**config.mk**
```make
export PLATFORM = sky130hd
export DESIGN_NAME = branch_resolve_unit
export DESIGN_NICKNAME = d
export VERILOG_FILES = /design/src/rtl/core_pkg.sv /design/src/rtl/br_cmp.sv /design/src/rtl/branch_resolve_unit.sv
export SDC_FILE = /design/constraint.sdc
export NUM_CORES = 1
export LEC_CHECK = 0
export CAP_MARGIN = 20
export CORE_ASPECT_RATIO = 0.75
export CORE_MARGIN = 1
export CORE_UTILIZATION = 37
export CTS_BUF_LIST = sky130_fd_sc_hd__clkbuf_4
export CTS_CLUSTER_SIZE = 20
export DETAILED_ROUTE_END_ITERATION = 8
export MAX_ROUTING_LAYER = met4
export PLACE_DENSITY = 0.72
export SLEW_MARGIN = 20
export SYNTH_ARGS = -nofsm -noshare
export SYNTH_HDL_FRONTEND = slang
export SYNTH_SLANG_ARGS = --single-unit
```
**constraint.sdc**
```tcl
create_clock -name clk -period 6.3 [get_ports clk]
set_input_delay 0.63 -clock clk [delete_from_list [all_inputs] [get_ports clk]]
set_output_delay 0.63 -clock clk [all_outputs]
set_load 0.02 [all_outputs]
```
**src/rtl/core_pkg.sv**
```systemverilog
// ----------------------------------------------------------------------------
// core_pkg
//   Shared definitions for the 5-stage core's branch path.
//   - br_type_e : conditional-branch compare codes carried into ID
//   - bru_state_e : branch resolve unit squash FSM states
//   - INSTR_BYTES : fetch step used to form the fall-through PC
// ----------------------------------------------------------------------------
package core_pkg;

    typedef enum logic [1:0] {
        BR_BEQ = 2'd0,
        BR_BNE = 2'd1,
        BR_BLT = 2'd2,
        BR_BGE = 2'd3
    } br_type_e;

    typedef enum logic {
        S_RUN    = 1'b0,
        S_SQUASH = 1'b1
    } bru_state_e;

    localparam int INSTR_BYTES = 4;

endpackage : core_pkg

```
**src/rtl/br_cmp.sv**
```systemverilog
// ----------------------------------------------------------------------------
// br_cmp
//   Pure combinational branch comparator. Produces the real branch direction
//   for the instruction in ID.
//   Ports:
//     br_type  in  2   compare select (BEQ/BNE/BLT/BGE, BLT/BGE signed)
//     rs1      in  DW  operand 1 (forwarded)
//     rs2      in  DW  operand 2 (forwarded)
//     actual   out 1   1 = branch taken
// ----------------------------------------------------------------------------
module br_cmp
    import core_pkg::*;
#(
    parameter int DW = 32
) (
    input  logic [1:0]    br_type,
    input  logic [DW-1:0] rs1,
    input  logic [DW-1:0] rs2,
    output logic          actual
);

    logic eq;
    logic lt;

    assign eq = (rs1 == rs2);
    assign lt = ($signed(rs1) < $signed(rs2));

    always_comb begin
        actual = 1'b0;
        case (br_type_e'(br_type))
            BR_BEQ:  actual = eq;
            BR_BNE:  actual = ~eq;
            BR_BLT:  actual = lt;
            BR_BGE:  actual = ~lt;
            default: actual = 1'b0;
        endcase
    end

endmodule : br_cmp

```
**src/rtl/branch_resolve_unit.sv**
```systemverilog
// ----------------------------------------------------------------------------
// branch_resolve_unit
//   ID-stage branch resolver for the 5-stage core. Captures each IF branch
//   with its BrPred3 prediction, evaluates the real outcome in ID, feeds the
//   predictor (id_branch / br_wrong) and issues the IF flush plus fetch
//   redirect on a misprediction.
//
//   Optional feature macro: BRU_PERF_CNT_EN
//     defined   : perf_br_cnt / perf_miss_cnt are 32-bit wrapping counters
//     undefined : both ports are constant 0 and no counter flops exist
//
//   Handshake: there is no valid/ready pair here. id_branch is a one-cycle
//   strobe meaning "a branch resolved this cycle"; br_wrong/redirect_valid
//   are only ever high together with it, and the fetch stage must consume
//   redirect_pc at the edge ending that same cycle. stall freezes everything.
//
//   Ports:
//     clk, rst_n       clock, synchronous active-low reset
//     stall            hazard-unit stall, freezes ID capture and FSM
//     if_branch        IF instruction is a conditional branch
//     if_pred_taken    predicted direction of the IF instruction
//     if_pc, if_target PC and branch target of the IF instruction
//     id_rs1, id_rs2   forwarded ID operands
//     id_br_type       compare select for the ID branch
//     id_branch        branch resolving in ID (predictor ID_branch)
//     br_wrong         misprediction in ID (predictor wrong)
//     flush            squash the IF instruction this cycle
//     redirect_valid   fetch loads redirect_pc at the next edge
//     redirect_pc      corrected fetch PC
//     perf_br_cnt      resolved-branch count
//     perf_miss_cnt    misprediction count
// ----------------------------------------------------------------------------
module branch_resolve_unit
    import core_pkg::*;
#(
    parameter int AW = 32,
    parameter int DW = 32
) (
    input  logic          clk,
    input  logic          rst_n,
    input  logic          stall,
    input  logic          if_branch,
    input  logic          if_pred_taken,
    input  logic [AW-1:0] if_pc,
    input  logic [AW-1:0] if_target,
    input  logic [DW-1:0] id_rs1,
    input  logic [DW-1:0] id_rs2,
    input  logic [1:0]    id_br_type,
    output logic          id_branch,
    output logic          br_wrong,
    output logic          flush,
    output logic          redirect_valid,
    output logic [AW-1:0] redirect_pc,
    output logic [31:0]   perf_br_cnt,
    output logic [31:0]   perf_miss_cnt
);

    // ID register
    logic          vld;
    logic          pred;
    logic [AW-1:0] pc;
    logic [AW-1:0] target;

    bru_state_e    state;
    logic          actual;

    br_cmp #(.DW(DW)) u_br_cmp (
        .br_type (id_br_type),
        .rs1     (id_rs1),
        .rs2     (id_rs2),
        .actual  (actual)
    );

    assign id_branch = vld & ~stall;

    // The squash cycle can never hold a real branch; masking here keeps the
    // predictor from being trained by a wrong-path slot.
    assign br_wrong       = id_branch & (actual ^ pred) & (state == S_RUN);
    assign redirect_valid = br_wrong;
    assign flush          = br_wrong | ((state == S_SQUASH) & ~stall);

    // Gated so the port reads 0 whenever no redirect is requested.
    assign redirect_pc = br_wrong ? (actual ? target : pc + AW'(INSTR_BYTES))
                                  : '0;

    always_ff @(posedge clk) begin
        if (!rst_n) begin
            vld    <= 1'b0;
            pred   <= 1'b0;
            pc     <= '0;
            target <= '0;
            state  <= S_RUN;
        end else if (!stall) begin
            vld    <= if_branch & ~flush;
            pred   <= if_pred_taken;
            pc     <= if_pc;
            target <= if_target;
            case (state)
                S_RUN:    if (br_wrong) state <= S_SQUASH;
                S_SQUASH: state <= S_RUN;
                default:  state <= S_RUN;
            endcase
        end
    end

`ifdef BRU_PERF_CNT_EN
    logic [31:0] br_cnt_q;
    logic [31:0] miss_cnt_q;

    always_ff @(posedge clk) begin
        if (!rst_n) begin
            br_cnt_q   <= '0;
            miss_cnt_q <= '0;
        end else begin
            if (id_branch) br_cnt_q   <= br_cnt_q + 32'd1;
            if (br_wrong)  miss_cnt_q <= miss_cnt_q + 32'd1;
        end
    end

    assign perf_br_cnt   = br_cnt_q;
    assign perf_miss_cnt = miss_cnt_q;
`else
    assign perf_br_cnt   = 32'd0;
    assign perf_miss_cnt = 32'd0;
`endif

endmodule : branch_resolve_unit

```
## Word-level counts from Yosys, hierarchy flattened

Cells that the tools add are included.

| storage, ports and cells | value |
|---|---|
| bits of input ports | 135 |
| register bits after elaboration | 67 |
| logic and storage cells | 29 |
| output and inout port bits | 100 |

| cells by class | value |
|---|---|
| bitwise gates (word level) | 12 |
| equality and inequality tests | 4 |
| $lt $le $gt $ge | 1 |
| multiplexer cells | 5 |
| reduce and logical (&&, ||, !) cells | 1 |
| $add $sub $neg | 1 |

Operators by type and width:

| cell | number |
|---|---|
| 32-bit two-way mux | 2 |
| 32-bit by 3-bit adder with 32-bit output (second input constant) | 1 |
| 32-bit == test | 1 |
| 32-bit < comparator | 1 |
| 1-bit bitwise AND | 5 |
| 1-bit inverter | 5 |
| 2-bit == test (second input constant) | 2 |
| 1-bit one-hot mux with 4 select lines | 1 |
| 2-bit by 1-bit == test with 1-bit output (second input constant) | 1 |
| 2-bit zero test | 1 |
| 1-bit one-hot mux with 2 select lines | 1 |
| 1-bit two-way mux | 1 |
| 1-bit OR | 1 |
| 1-bit XOR | 1 |

## Logic depth before layout (Yosys ltp)

Gate-level depths: netlist of run 1.

| logic depth | value |
|---|---|
| depth in word-level cells | 9 |
| depth in mapped cells | 12 |
| gate-level depth less buffers | 9 |

## By module

Synthesis of run 1 repeated with hierarchy kept, for this count alone.

| unflattened totals | value |
|---|---|
| cells, all modules | 581 |
| area total of the unflattened synthesis | 4882.2 um2 |

By module, submodules not included:

| module | seq. area each (um2) | times used | area each (um2) | cells an instance |
|---|---|---|---|---|
| branch_resolve_unit | 1341.3 | 1 | 3963.8 | 452 |
| br_cmp | 0.0 | 1 | 918.4 | 129 |

## Worst setup path before layout of run 1

Ideal clock, no wire load.

| timing path | value |
|---|---|
| path kind | input to output |
| start | input id_rs2[23] |
| end | output redirect_pc[31] |
| buffers on the path | 1 |
| stages on the path | 10 |
| data arrival time | 3.494 ns |
| data required time | 5.670 ns |
| path slack | 2.176 ns |
| path through | inv_1 > ha_1 > nand4_2 > or4_4 > nor3_1 > a31o_2 > buf_8 > a311o_2 > nand2_4 > a2111oi_0 |

| between the ends | value |
|---|---|
| word-level cells in the longest chain between the ends | 7 |
| elaborated cells on any way between the ends | 10 |
| those cells by class | order compare: 1; eq/ne: 1; mux: 3; bitwise: 5 |

RTL lines:

| item | line | text |
|---|---|---|
| start: declaration | branch_resolve_unit.sv:47 | `input logic [DW-1:0] id_rs2,` |
| 32-bit < comparator or 32-bit == test (tied branches) | br_cmp.sv:26, br_cmp.sv:25 |  |
| 1-bit inverter, on equally long branches | br_cmp.sv:34, br_cmp.sv:32 |  |
| 1-bit one-hot mux with 4 select lines (*) | br_cmp.sv:30 | `case (br_type_e'(br_type))` |
| 1-bit XOR | branch_resolve_unit.sv:78 | `assign br_wrong = id_branch & (actual ^ pred) & (state == S_RUN);` |
| 1-bit bitwise AND (2 in series) | branch_resolve_unit.sv:78 |  |
| 32-bit two-way mux (*) | branch_resolve_unit.sv:83 | `assign redirect_pc = br_wrong ? (actual ? target : pc + AW'(INSTR_BYTES))` |
| end: declaration | branch_resolve_unit.sv:53 | `output logic [AW-1:0] redirect_pc,` |

Every way passes the cells marked *; elsewhere a longest branch is shown, timed or not.

## Worst setup path in the final report of run 1

| timing path | value |
|---|---|
| start | input id_rs2[26] |
| end | output flush |

| between the ends | value |
|---|---|
| word-level cells in the longest chain between the ends | 7 |
| elaborated cells on any way between the ends | 9 |
| those cells by class | order compare: 1; eq/ne: 1; mux: 1; bitwise: 6 |

RTL lines:

| item | line | text |
|---|---|---|
| 32-bit < comparator or 32-bit == test (tied branches) | br_cmp.sv:26, br_cmp.sv:25 |  |
| 1-bit inverter, on equally long branches | br_cmp.sv:34, br_cmp.sv:32 |  |
| 1-bit one-hot mux with 4 select lines (*) | br_cmp.sv:30 |  |
| 1-bit XOR (*) | branch_resolve_unit.sv:78 |  |
| 1-bit bitwise AND (*) (2 in series) | branch_resolve_unit.sv:78 |  |
| 1-bit OR (*) | branch_resolve_unit.sv:80 | `assign flush = br_wrong \| ((state == S_SQUASH) & ~stall);` |
| end: declaration | branch_resolve_unit.sv:51 | `output logic flush,` |

Marked as above.

==> results.cfg, run 1 <==
[route]
postRouteAntennaNets = 0
vias = 4546
drc = 0
wl_per_cell_um = 15.0
dr.pass1.iters = 7
finalWirelength_um = 13900
first_iter_violations = 195
vias_per_cell = 4.92

[layout]
final_common_cell = clkdlybuf4s50_1
multi_input_comb_area_um2 = 3280
nNetsFinal = 912
stdcell_area_um2 = 6850
area_delta_synth_final_pct = 30.7
seqCellArea_um2 = 1340
fillers = 1317
mostFrequentLayoutCells = clkdlybuf4s50_1, nor2_1, dfxtp_1, mux2i_1, conb_1
stdcell_count = 924
layout-drive-gt1-share_pct = 8.28
antenna_cells = 0

[power]
ir_drop_mv = 0.0885
totalPowerFinal_mw = 1.05
powerDensity_nw_per_um2 = 154
leakage_nw = 2.80

[global_route]
grt_pass1_vias = 4265
grt_first_pass_wirelength_um = 22000
grt_usage_pct = 19.5
grt_max_degree = 40
grt_overflow = 0
antenna_found_initial = 0

[clock_network]
cts_setup_buffers = 0
clk_path_buf_depth = 2
numCtsBuffers = 9
cts_max_level = 3
clock-sinks = 67
clk_latency_ns = 0.42
clk_pin_slew_ns = 0.10
ctsRootBufferMaster = clkbuf_4
postCtsHoldBufs = 0
cts_tree = done
post_cts_resize_count = 0

[logic_synthesis]
synth-seq-area-share_pct = 25.6
syn_area_um2 = 5240
synth_warnings = 0
yosysTopAreaCell = dfxtp_1
synthTopCellsByArea = dfxtp_1, mux2i_1, buf_4
synthCells = 596
synth_edf_count = 0
yosysUniqueCellTypes = 54
synth_ff_type = dfxtp_1
avgSynthCellArea_um2 = 8.79
ys_seq_elements = 67
synth_top_cell_area_share_pct = 25.6
async_flop_share_pct = 0

[timing]
drv_slew = 0
rsz0062_at_grt = false
setup_viol = 0
fin_skew_ns = 0.0162
setup_tns_ns = 0
hold_violations = 0
fmax_mhz = 183
slew_headroom_pct = 28.0
tightest_slew_ns = 1.08
min_period_ns = 5.46
post-route-period-util_pct = 86.6

[worst_setup_path]
critical-path-top-delay-family = buffers and inverters
critPathKind = input port to primary output
rrSetupSlack_ns = 3.97
cp_slowest_stage_delay_ns = 0.85
crit_required_ns = 5.67
crit_fanout = 24
cpMostUsedCell = clkdlybuf4s50_1
crit_buf_inv = 4
crit_slowest_cell = xnor2_4
crit_arrival_ns = 4.83
crit_path_end_kind = primary output
worst_setup_path_start_kind = input port
crit_chain = clkdlybuf4s50_1 > inv_1 > ha_1 > nand4_1 > or4_4 > nor3_1 > a31o_2 > a31oi_4 > xnor2_4 > buf_4 > o22ai_1 > clkdlybuf4s50_1

[die]
core_area_um2 = 13700
die_w_um = 139
row_count = 37
dieHeight_um = 105
ioPinCount = 235
die_area_um2 = 14600
start_util_pct = 38.1

[placed_design]
port_buffers = 170
dp.final_hpwl_um = 10600
gp_congestion = 0.839
place_inst = 908
dpl-instance-area_um2 = 6750

[job]
cap_violations = 0

[worst_hold_path]
holdCritPathClass = flip-flop to flip-flop

[outcome]
status = complete, no violations
cells in the mapped netlist, types with 2 or more instances:
library cell  instances
nor2_1               76
dfxtp_1              67
buf_4                65
mux2i_1              65
inv_1                41
ha_1                 33
nor3_1               32
a2111oi_2            26
nand2_1              17
nand3_1              16
clkbuf_1             15
xor2_1               15
a21oi_1              14
xnor2_1              13
buf_1                 8
buf_6                 8
nand4_1               8
and4_1                7
a211oi_1              6
and3_1                6
o21ai_0               6
nor4_1                5
a2111oi_0             4
and2_1                4
buf_2                 4
a21boi_0              3
and4b_1               2
nand2b_1              2
nand4_2               2
nor2b_1               2
worst register-to-register path, stage by stage (launching register included):
cell and delay (ns):
dfxtp_1 0.33, inv_1 0.05, nor2_1 0.22, nand2_2 0.63, or3_1 0.59, a21boi_0 0.21, nor4_1 0.09, a31oi_1 0.14
flip-flops by register name, indices dropped and copies added, names as in the netlist:
register,flops
target,32
vld,1
pc,32
pred,1
state,1
cell families after synthesis:
kind of cell	after synthesis	synth area share [%]
adders and majority gates	33	7.88
DFF	67	25.6
buffers and inverters	142	16.3
AOI/OAI and AO/OA	74	15.0
other	1	0.0716
xor gates and xnor gates	29	5.21
muxes	65	12.4
and+or+nand+nor	185	17.5
final timing paths:
path | startpoint | endpoint | depth (start not counted)
min | state | state | 2
min reg2reg | state | state | 2
max reg2reg | vld | state | 7
max | id_rs2[26] | flush | 12
layout make-up:
class	instances	share of cell area (%)
clock buffer	9	0.987
multi-input combinational	450	47.9
timing repair buffer	175	25.5
tap	175	3.20
inverter	41	2.25
clock inverter	7	0.512
sequential	67	19.6
power by group:
| part | leakage, nW | internal (mW) | switching (mW) |
|---|---|---|---|
| Clock | 0.0603 | 0.0756 | 0.155 |
| Combinational | 2.19 | 0.160 | 0.191 |
| Sequential | 0.553 | 0.449 | 0.0213 |
| Total | 2.80 | 0.685 | 0.368 |
metal layers:
layer | track usage, % | up-vias | routed length [um]
li1 | - | 2281 | -
met2 | 29.0 | 130 | 5950
met1 | 27.1 | 2125 | 7140
met4 | 3.41 | 0 | 93
met5 | - | - | 0
met3 | 4.17 | 10 | 688
through the flow:
stage / hold slack [ns] / util, % / setup WS [ns]
after global placement: 0.472 / 49.1 / 0.905
final: 0.507 / 49.8 / 0.841
after detailed placement: 0.486 / 49.1 / 0.884
after CTS: 0.510 / 49.8 / 0.866
after global routing: 0.544 / 49.8 / 0.514
after floorplan: 0.457 / - / 2.18
No activity file was read; power rests on OpenSTA's default activity.
==> run 2, diff against run 1 <==
CORE_MARGIN = not set   (was 1)
==> results of run 2 <==
The final DEF is identical to that of run 1; final timing and power are the same.
==> run 3, diff against run 2 <==
DONT_BUFFER_PORTS = 1   (was not set)
PLACE_DENSITY = 0.48   (was 0.72)
SKIP_LAST_GASP = 1   (was not set)
==> run 3 against run 2 <==
  * Sequential power hardly changed
  * Clock power is 26% higher
  * Total power is 4.7% lower
  * Critical path depth is 2 lower
  * Die area stayed put
  * Via count is 12% lower
  * Clock skew is 0.0067 ns lower
  * Worst setup slack better by 0.66 ns
==> results.cfg, run 3 (synthesized netlist as in run 1, its figures left out) <==
[outcome]
status = complete, no violations

[clock_network]
clk_path_buf_depth = 2
postCtsHoldBufs = 0
clk_latency_ns = 0.41
cts_max_level = 3
numCtsBuffers = 9
clk_pin_slew_ns = 0.11
cts_setup_buffers = 0
clock-sinks = 67
post_cts_resize_count = 0
ctsRootBufferMaster = clkbuf_4
cts_tree = done

[route]
first_iter_violations = 159
finalWirelength_um = 12700
vias_per_cell = 5.28
postRouteAntennaNets = 0
dr.pass1.iters = 4
vias = 3978
wl_per_cell_um = 16.9
drc = 0

[worst_setup_path]
crit_path_end_kind = primary output
ff2ff_path_depth = 7
worst_setup_path_start_kind = input port
crit_chain = inv_1 > ha_1 > nand4_1 > nor4_1 > o311ai_1 > and2_0 > a311oi_4 > buf_4 > nor3_1 > a2111oi_2
rr_endpoint = state
critPathKind = input port to primary output
crit_slowest_cell = a311oi_4
cp_slowest_stage_delay_ns = 0.86
r2r_start = vld
crit_arrival_ns = 4.16
crit_required_ns = 5.67
crit_fanout = 18
rrSetupSlack_ns = 3.64

[layout]
reg.largest.list = pc (32), target (32)
final_common_cell = nor2_1
stdcell_count = 754
area_delta_synth_final_pct = -1.24
nNetsFinal = 741
fillers = 1438
layout-drive-gt1-share_pct = 10.7
seqCellArea_um2 = 1340
mostFrequentLayoutCells = nor2_1, dfxtp_1, mux2i_1, conb_1, inv_1
multi_input_comb_area_um2 = 3290

[placed_design]
gp_congestion = 0.846
dp.final_hpwl_um = 9330
port_buffers = 0
place_ws_ns = 1.49
place_inst = 737

[timing]
setup_viol = 0
drv_slew = 0
slew_headroom_pct = 20.6
fin_skew_ns = 0.00948
hold_violations = 0
setup_tns_ns = 0
post-route-period-util_pct = 76.1
rsz0062_at_grt = false
tightest_slew_ns = 1.18
min_period_ns = 4.79
setup_ws_ns = 1.51
fmax_mhz = 209

[die]
die_area_um2 = 14600
dieHeight_um = 105
start_util_pct = 38.1
ioPinCount = 235
die_w_um = 139
core_area_um2 = 13700
row_count = 37

[global_route]
grt_usage_pct = 17.9
grt_max_degree = 72
grt_overflow = 0
grt_pass1_vias = 3718
antenna_found_initial = 0
grt_first_pass_wirelength_um = 19900

[power]
powerDensity_nw_per_um2 = 194
leakage_nw = 2.16
ir_drop_mv = 0.108

[job]
cap_violations = 0

[worst_hold_path]
holdPathStages = 1
min_to = vld
worstHoldStart = rst_n
holdCritPathClass = input port to flip-flop
==> run 3: cell count changes in the layout (fill, tap and decap cells not counted), sizes merged, moves of 2 or more <==
cell | previous run | this run
clkdlybuf4s50 | 169 | 0
clkinv | 6 | 2
buf | 6 | 4
clkbuf | 9 | 11
==> run 3: through the flow <==
| step | total power, mW | hold WS, ns | instance area, um^2 | utilization, % |
|---|---|---|---|---|
| 4_1_cts | 1.02 | 0.288 | 5160 | 37.6 |
| 6_report | 1.00 | 0.329 | 5170 | 37.6 |
| 5_1_grt | 1.07 | 0.285 | 5170 | 37.6 |
| 2_1_floorplan | 0.732 | 0.457 | 5470 | - |
| 3_3_place_gp | 0.716 | 0.479 | 5030 | 36.6 |
| 3_5_place_dp | 0.721 | 0.484 | 5030 | 36.6 |
==> run 3: layer usage <==
layer / GRT usage (%) / wire, um / vias up
li1: - / - / 1938
met1: 23.7 / 6040 / 1854
met2: 26.0 / 5520 / 171
met3: 5.50 / 978 / 15
met4: 5.00 / 201 / 0
met5: - / 0 / -
==> run 3: area by class of cell <==
class,instances,share of cell area (%)
antenna,1,0.0484
tap,175,4.23
inverter,41,2.98
timing repair buffer,4,0.581
clock buffer,11,1.60
sequential,67,25.9
clock inverter,5,1.04
multi-input combinational,450,63.6
==> run 3: how the worst max path moves through the flow <==
stage / start / end / slack [ns]
floorplan: id_rs2[23] / redirect_pc[31] / 2.18
global placement: id_rs2[26] / redirect_pc[4] / 1.63
detailed placement: id_rs2[26] / redirect_pc[28] / 1.49
CTS: id_rs2[26] / redirect_pc[28] / 1.49
global route: id_rs2[26] / redirect_pc[30] / 1.27
finish: id_rs2[26] / redirect_pc[28] / 1.51
==> run 3: critical path, delay by kind of cell <==
family | cells | cell delay (ns)
AOI/OAI and AO/OA | 3 | 1.84
adders and majority gates | 1 | 0.30
buffers and inverters | 2 | 0.37
and+or+nand+nor | 4 | 1.00
==> run 3: power breakdown <==
part	internal, mW	leakage (nW)	switching (mW)
clock network	0.128	0.0705	0.163
logic	0.0784	1.53	0.163
registers	0.449	0.553	0.0213
total	0.655	2.16	0.348
